### config.mk
export PLATFORM = sky130hd
export DESIGN_NAME = ps2_tx
export DESIGN_NICKNAME = d
export VERILOG_FILES = /design/src/rtl/ps2_tx.sv
export SDC_FILE = /design/constraint.sdc
export NUM_CORES = 1
export LEC_CHECK = 0
export CORE_MARGIN = 5
export CORE_UTILIZATION = 50
export CTS_CLUSTER_DIAMETER = 40
export DETAILED_ROUTE_END_ITERATION = 12
export PLACE_DENSITY = 0.83
export SETUP_SLACK_MARGIN = 0.1
export SLEW_MARGIN = 20
export SYNTH_ARGS = -nofsm -noshare
export SYNTH_HDL_FRONTEND = slang
export SYNTH_SLANG_ARGS = --single-unit
### constraint.sdc
create_clock -name clk -period 2.34 [get_ports clk]
set_input_delay 0.585 -clock clk [delete_from_list [all_inputs] [get_ports clk]]
set_output_delay 0.585 -clock clk [all_outputs]
set_load 0.02 [all_outputs]
### src/rtl/ps2_tx.sv
// PS/2 host transmitter: sends one command byte to a PS/2 device.
// The host inhibits the clock line, asserts request-to-send with the start
// bit, releases the clock and shifts data/parity/stop on device-generated
// falling edges, then checks the device acknowledge on the eleventh edge.
module ps2_tx #(
  parameter int INHIBIT_CYCLES = 5000,
  parameter int RTS_CYCLES     = 10,
  parameter int TIMEOUT_CYCLES = 750000
) (
  input  logic       clk,
  input  logic       rst_b,
  input  logic       tx_valid,
  input  logic [7:0] tx_data,
  output logic       tx_stall,
  input  logic       ps2_clk,
  input  logic       ps2_data,
  output logic       ps2_clk_out,
  output logic       ps2_dat_out,
  output logic       ce,
  output logic       de,
  output logic       tx_done,
  output logic       tx_err
);

  localparam int PH_MAX = (INHIBIT_CYCLES > RTS_CYCLES) ? INHIBIT_CYCLES : RTS_CYCLES;
  localparam int CNT_W  = $clog2(PH_MAX + 1);
  localparam int TO_W   = $clog2(TIMEOUT_CYCLES + 1);

  localparam logic [CNT_W-1:0] INH_LAST = CNT_W'(INHIBIT_CYCLES - 1);
  localparam logic [CNT_W-1:0] RTS_LAST = CNT_W'(RTS_CYCLES - 1);
  localparam logic [TO_W-1:0]  TO_LAST  = TO_W'(TIMEOUT_CYCLES - 1);

  typedef enum logic [2:0] {
    S_IDLE,
    S_INHIBIT,
    S_RTS,
    S_XFER,
    S_ACK
  } state_t;

  state_t           r_state;
  state_t           w_state_nxt;
  logic             r_done;
  logic             r_err;
  logic             w_done_nxt;
  logic             w_err_nxt;

  logic             r_clk_s1;
  logic             r_clk_s2;
  logic             r_clk_hist;
  logic             r_dat_s1;
  logic             r_dat_s2;
  logic             w_fall;

  logic [CNT_W-1:0] r_cnt;
  logic [3:0]       r_n;
  logic [TO_W-1:0]  r_to;
  logic             w_timeout;

  logic [7:0]       r_byte;
  logic             r_par;
  logic [2:0]       w_bit_idx;

  // A falling edge is history high while the synchronized clock reads low.
  assign w_fall    = r_clk_hist & ~r_clk_s2;
  // Counter reaches TIMEOUT_CYCLES on the coming clock edge.
  assign w_timeout = (r_to == TO_LAST);
  // Edge n (1..8) selects data bit n-1.
  assign w_bit_idx = r_n[2:0] - 3'd1;

  // Synchronize the PS/2 lines; idle-high reset value avoids a false edge.
  always_ff @(posedge clk or negedge rst_b) begin
    if (!rst_b) begin
      r_clk_s1   <= 1'b1;
      r_clk_s2   <= 1'b1;
      r_clk_hist <= 1'b1;
      r_dat_s1   <= 1'b1;
      r_dat_s2   <= 1'b1;
    end else begin
      r_clk_s1   <= ps2_clk;
      r_clk_s2   <= r_clk_s1;
      r_clk_hist <= r_clk_s2;
      r_dat_s1   <= ps2_data;
      r_dat_s2   <= r_dat_s1;
    end
  end

  // State register with registered completion pulses, landing in the first IDLE cycle.
  always_ff @(posedge clk or negedge rst_b) begin
    if (!rst_b) begin
      r_state <= S_IDLE;
      r_done  <= 1'b0;
      r_err   <= 1'b0;
    end else begin
      r_state <= w_state_nxt;
      r_done  <= w_done_nxt;
      r_err   <= w_err_nxt;
    end
  end

  // Next-state logic; in ACK the device edge takes priority over the timeout.
  always_comb begin
    w_state_nxt = r_state;
    w_done_nxt  = 1'b0;
    w_err_nxt   = 1'b0;
    case (r_state)
      S_IDLE: begin
        if (tx_valid) w_state_nxt = S_INHIBIT;
      end
      S_INHIBIT: begin
        if (r_cnt == INH_LAST) w_state_nxt = S_RTS;
      end
      S_RTS: begin
        if (r_cnt == RTS_LAST) w_state_nxt = S_XFER;
      end
      S_XFER: begin
        if (w_timeout) begin
          w_state_nxt = S_IDLE;
          w_err_nxt   = 1'b1;
        end else if (w_fall && (r_n == 4'd9)) begin
          w_state_nxt = S_ACK;
        end
      end
      S_ACK: begin
        if (w_fall) begin
          w_state_nxt = S_IDLE;
          w_done_nxt  = ~r_dat_s2;
          w_err_nxt   = r_dat_s2;
        end else if (w_timeout) begin
          w_state_nxt = S_IDLE;
          w_err_nxt   = 1'b1;
        end
      end
      default: w_state_nxt = S_IDLE;
    endcase
  end

  // Phase, edge and timeout counters.
  always_ff @(posedge clk or negedge rst_b) begin
    if (!rst_b) begin
      r_cnt <= '0;
      r_n   <= '0;
      r_to  <= '0;
    end else begin
      if (r_state != w_state_nxt) begin
        r_cnt <= '0;
      end else if ((r_state == S_INHIBIT) || (r_state == S_RTS)) begin
        r_cnt <= r_cnt + CNT_W'(1);
      end

      if ((r_state == S_XFER) && w_fall) begin
        r_n <= r_n + 4'd1;
      end else if ((r_state != S_XFER) && (r_state != S_ACK)) begin
        r_n <= '0;
      end

      if ((r_state == S_XFER) || (r_state == S_ACK)) begin
        r_to <= r_to + TO_W'(1);
      end else begin
        r_to <= '0;
      end
    end
  end

  // Capture the command byte and its odd-parity bit when it is accepted.
  always_ff @(posedge clk) begin
    if ((r_state == S_IDLE) && tx_valid) begin
      r_byte <= tx_data;
      r_par  <= ~^tx_data;
    end
  end

  // Line drive per state; lines idle released and high.
  always_comb begin
    ce          = 1'b0;
    de          = 1'b0;
    ps2_clk_out = 1'b1;
    ps2_dat_out = 1'b1;
    tx_stall    = (r_state != S_IDLE);
    tx_done     = r_done;
    tx_err      = r_err;
    case (r_state)
      S_INHIBIT: begin
        ce          = 1'b1;
        ps2_clk_out = 1'b0;
      end
      S_RTS: begin
        ce          = 1'b1;
        ps2_clk_out = 1'b0;
        de          = 1'b1;
        ps2_dat_out = 1'b0;
      end
      S_XFER: begin
        de = 1'b1;
        case (r_n)
          4'd0:    ps2_dat_out = 1'b0;
          4'd9:    ps2_dat_out = r_par;
          4'd10:   de          = 1'b0;
          default: ps2_dat_out = r_byte[w_bit_idx];
        endcase
      end
      default: begin
        ce = 1'b0;
        de = 1'b0;
      end
    endcase
  end

endmodule

==> out/metrics.yaml <==
yosys:
  synth_area_per_cell_um2: 10.3
  synth_top_area_frac: 0.370
  ys_seq_area_frac: 0.512
  synth_flop_cell: "dfrtp_1"
  ys_types: 42
  ys_async_sr_fraction: 0.839
  synth_edf_count: 9
  synth_area_leaders: "dfrtp_1, edfxtp_1, xor2_1"
  synth_area_mm2: 0.00284
  synth.most_common_cell: "nor2_1"
  synthTopCellsByCount: "nor2_1, dfrtp_1, xor2_1, nand2_1"
  synth_top_area_cell: "dfrtp_1"
  synthesis.nets: 296
  synth-seq-cells: 56
  synth_cells: 275
  ys_warn_count: 0
cells_and_area:
  syn_to_final_growth_pct: 15.8
  utilization: 0.597
  finalNetCount: 325
  num_antenna_cells: 0
  drive_above_1_share: 0.148
  final_area_mm2: 0.00329
placed_design:
  hpwl_um: 3870
  gp_congestion: 0.794
  placed_area_mm2: 0.00317
  port_buffers: 19
die:
  rows: 27
  die_x_um: 85.4
  core_area_mm2: 0.00551
  dieArea_mm2: 0.00728
  die_h_um: 85.4
  io_pins: 20
  start_util: 0.516
timing:
  skew_ns: 0.0115
  finalMaxSlewViolations: 0
  finalHoldViolCount: 0
  worstMarginPinSlew_ns: 0.586
  setup_viol: 1
  finalSetupTns_ns: -0.494
  fmax_mhz: 353
  setup_ws_ns: -0.494
  min_period_ns: 2.83
  post-route-period-util: 1.21
  rsz0062_at_grt: "true"
  slew_headroom: 0.607
global_routing:
  grt-ovfl-total: 0
  antenna_found_initial: 0
  track_usage: 0.158
  grt_start_max_net_pins: 28
  grt_pass1_wl_um: 9240
  grt_pass1_vias: 1996
worst_setup_path:
  end_kind: "primary output"
  cp-start-kind: "register"
  setup.worst_path.start: "r_n[0]$_DFFE_PN0P_"
  r2r_cells: 9
  crit_type: "reg2out"
  crit_arrival_ns: 2.25
  r2r-start: "r_n[0]$_DFFE_PN0P_"
  worst_r2r_endpoint: "r_cnt[7]$_DFFE_PN0P_"
  cp.required_ns: 1.75
  reg2reg_slack_ns: 0.23
  cp_max_fo: 5
power_and_ir_drop:
  leakagePower_uw: 0.00134
  p_per_area_mw_per_mm2: 509
  p_total_uw: 1670
  ir_worst_vdd_mv: 0.384
route:
  avgRoutedWirePerCell_um: 14.1
  vias_per_cell: 5.37
  wirelength_um: 5300
  firstDrtPassIters: 4
  vias: 2023
  ant_nets: 0
  drcViolationCount: 0
  first_iter_violations: 90
clock_tree:
  cts_buffers: 5
  path_clk_slew_ns: 0.10
  cts_hold_buf: 0
  ctsLongestPathBuffers: 2
  cts_root_buffer: "clkbuf_8"
  htreeDepth: 2
  clock-sinks: 56
  insertion_delay_ns: 0.31
  cts_tree: "built"
min_path:
  min_path_type: "in2async"
run_status:
  violations: "negative setup slack"
  outcome: "finished, violations left"
run:
  drv_cap: 0
==> power breakdown <==
part	internal [uW]	leakage [uW]	switching [uW]
logic	33.1	0.000589	32.2
clock network	312	0.0000532	296
registers	998	0.000697	1.98
total	1340	0.00134	330
==> area by class of cell <==
| cell class | instances | area [um2] |
|---|---|---|
| timing repair buffer | 33 | 280 |
| tap | 72 | 90.1 |
| clock inverter | 3 | 37.5 |
| multi-input combinational | 202 | 1330 |
| fill | 450 | 2220 |
| inverter | 6 | 22.5 |
| sequential | 56 | 1460 |
| clock buffer | 5 | 68.8 |
==> worst max-delay path by stage <==
| stage | to | slack, ns | cells past startpoint |
|---|---|---|---|
| after global placement | ps2_dat_out | -0.52 | 8 |
| after CTS | ps2_dat_out | -0.48 | 8 |
| after global routing | ps2_dat_out | -0.60 | 8 |
| after detailed placement | ps2_dat_out | -0.60 | 8 |
| after floorplan | ps2_dat_out | -0.21 | 8 |
| final | ps2_dat_out | -0.49 | 8 |
==> stage by stage <==
step                setup WS, ns  std cells  hold WS, ns
global placement          -0.520        368        0.346
detailed placement        -0.604        368        0.350
floorplan                 -0.206        275        0.289
finish                    -0.494        377        0.266
global route              -0.600        377        0.295
CTS                       -0.477        376        0.282
==> cells by family after synthesis <==
group,share of synthesized area
buffers and inverters,0.0282
AO/OA/AOI/OAI,0.0533
XOR/XNOR,0.117
adder cells (fa/ha/maj),0.0353
multiplexers,0.0300
flip-flops,0.512
AND/OR/NAND/NOR,0.224
==> what timing repair did <==
item | in CTS | in global routing
endpoints found under the setup margin | 5 | 12
resized for setup | 13 | 3
buffers inserted | 0 | 1
pin swaps | 1 | 1
==> layer usage <==
metal / global-route usage / part of all wire / vias up
met5: 0 / 0 / -
met4: 0.0547 / 0.016 / 0
met3: 0.0369 / 0.043 / 9
met2: 0.264 / 0.50 / 42
met1: 0.202 / 0.44 / 972
li1: - / - / 1000
==> cell usage in the layout, fill, tap and decap left out, drive strengths merged, types with 2 or more instances in the layout <==
| master | netlist | routed |
|---|---|---|
| a21oi | 6 | 6 |
| a22o | 2 | 2 |
| and2 | 3 | 3 |
| and3 | 7 | 7 |
| and4 | 2 | 2 |
| buf | 5 | 17 |
| clkbuf | 6 | 5 |
| clkdlybuf4s50 | 0 | 14 |
| clkinv | 0 | 2 |
| dfrtp | 42 | 42 |
| dfstp | 5 | 5 |
| dlygate4sd2 | 0 | 2 |
| edfxtp | 9 | 9 |
| ha | 8 | 8 |
| inv | 6 | 6 |
| mux2i | 4 | 4 |
| mux4 | 2 | 2 |
| nand2 | 19 | 19 |
| nand2b | 2 | 2 |
| nand3 | 17 | 17 |
| nand4 | 10 | 10 |
| nor2 | 46 | 46 |
| nor2b | 6 | 6 |
| nor3 | 9 | 9 |
| nor3b | 2 | 2 |
| o21ai | 7 | 7 |
| xnor2 | 17 | 17 |
| xor2 | 21 | 21 |
==> critical path, cell delays in order, from the launching register on <==
cell     delay, ns
dfrtp_2       0.42
inv_2         0.07
ha_4          0.22
mux2i_2       0.17
mux4_2        0.51
nor3_1        0.20
a21oi_1       0.09
a21oi_2       0.12
buf_4         0.14
==> state kept, by name, indices dropped and copies added (netlist names) <==
| register | flops |
|---|---|
| r_to | 20 |
| r_cnt | 13 |
| r_byte | 8 |
| r_n | 4 |
| r_state | 3 |
| r_clk_hist | 1 |
| r_clk_s1 | 1 |
| r_clk_s2 | 1 |
| r_dat_s1 | 1 |
| r_dat_s2 | 1 |
| r_par | 1 |
| tx_done | 1 |
| tx_err | 1 |
Power figures use the tool's default switching activity.
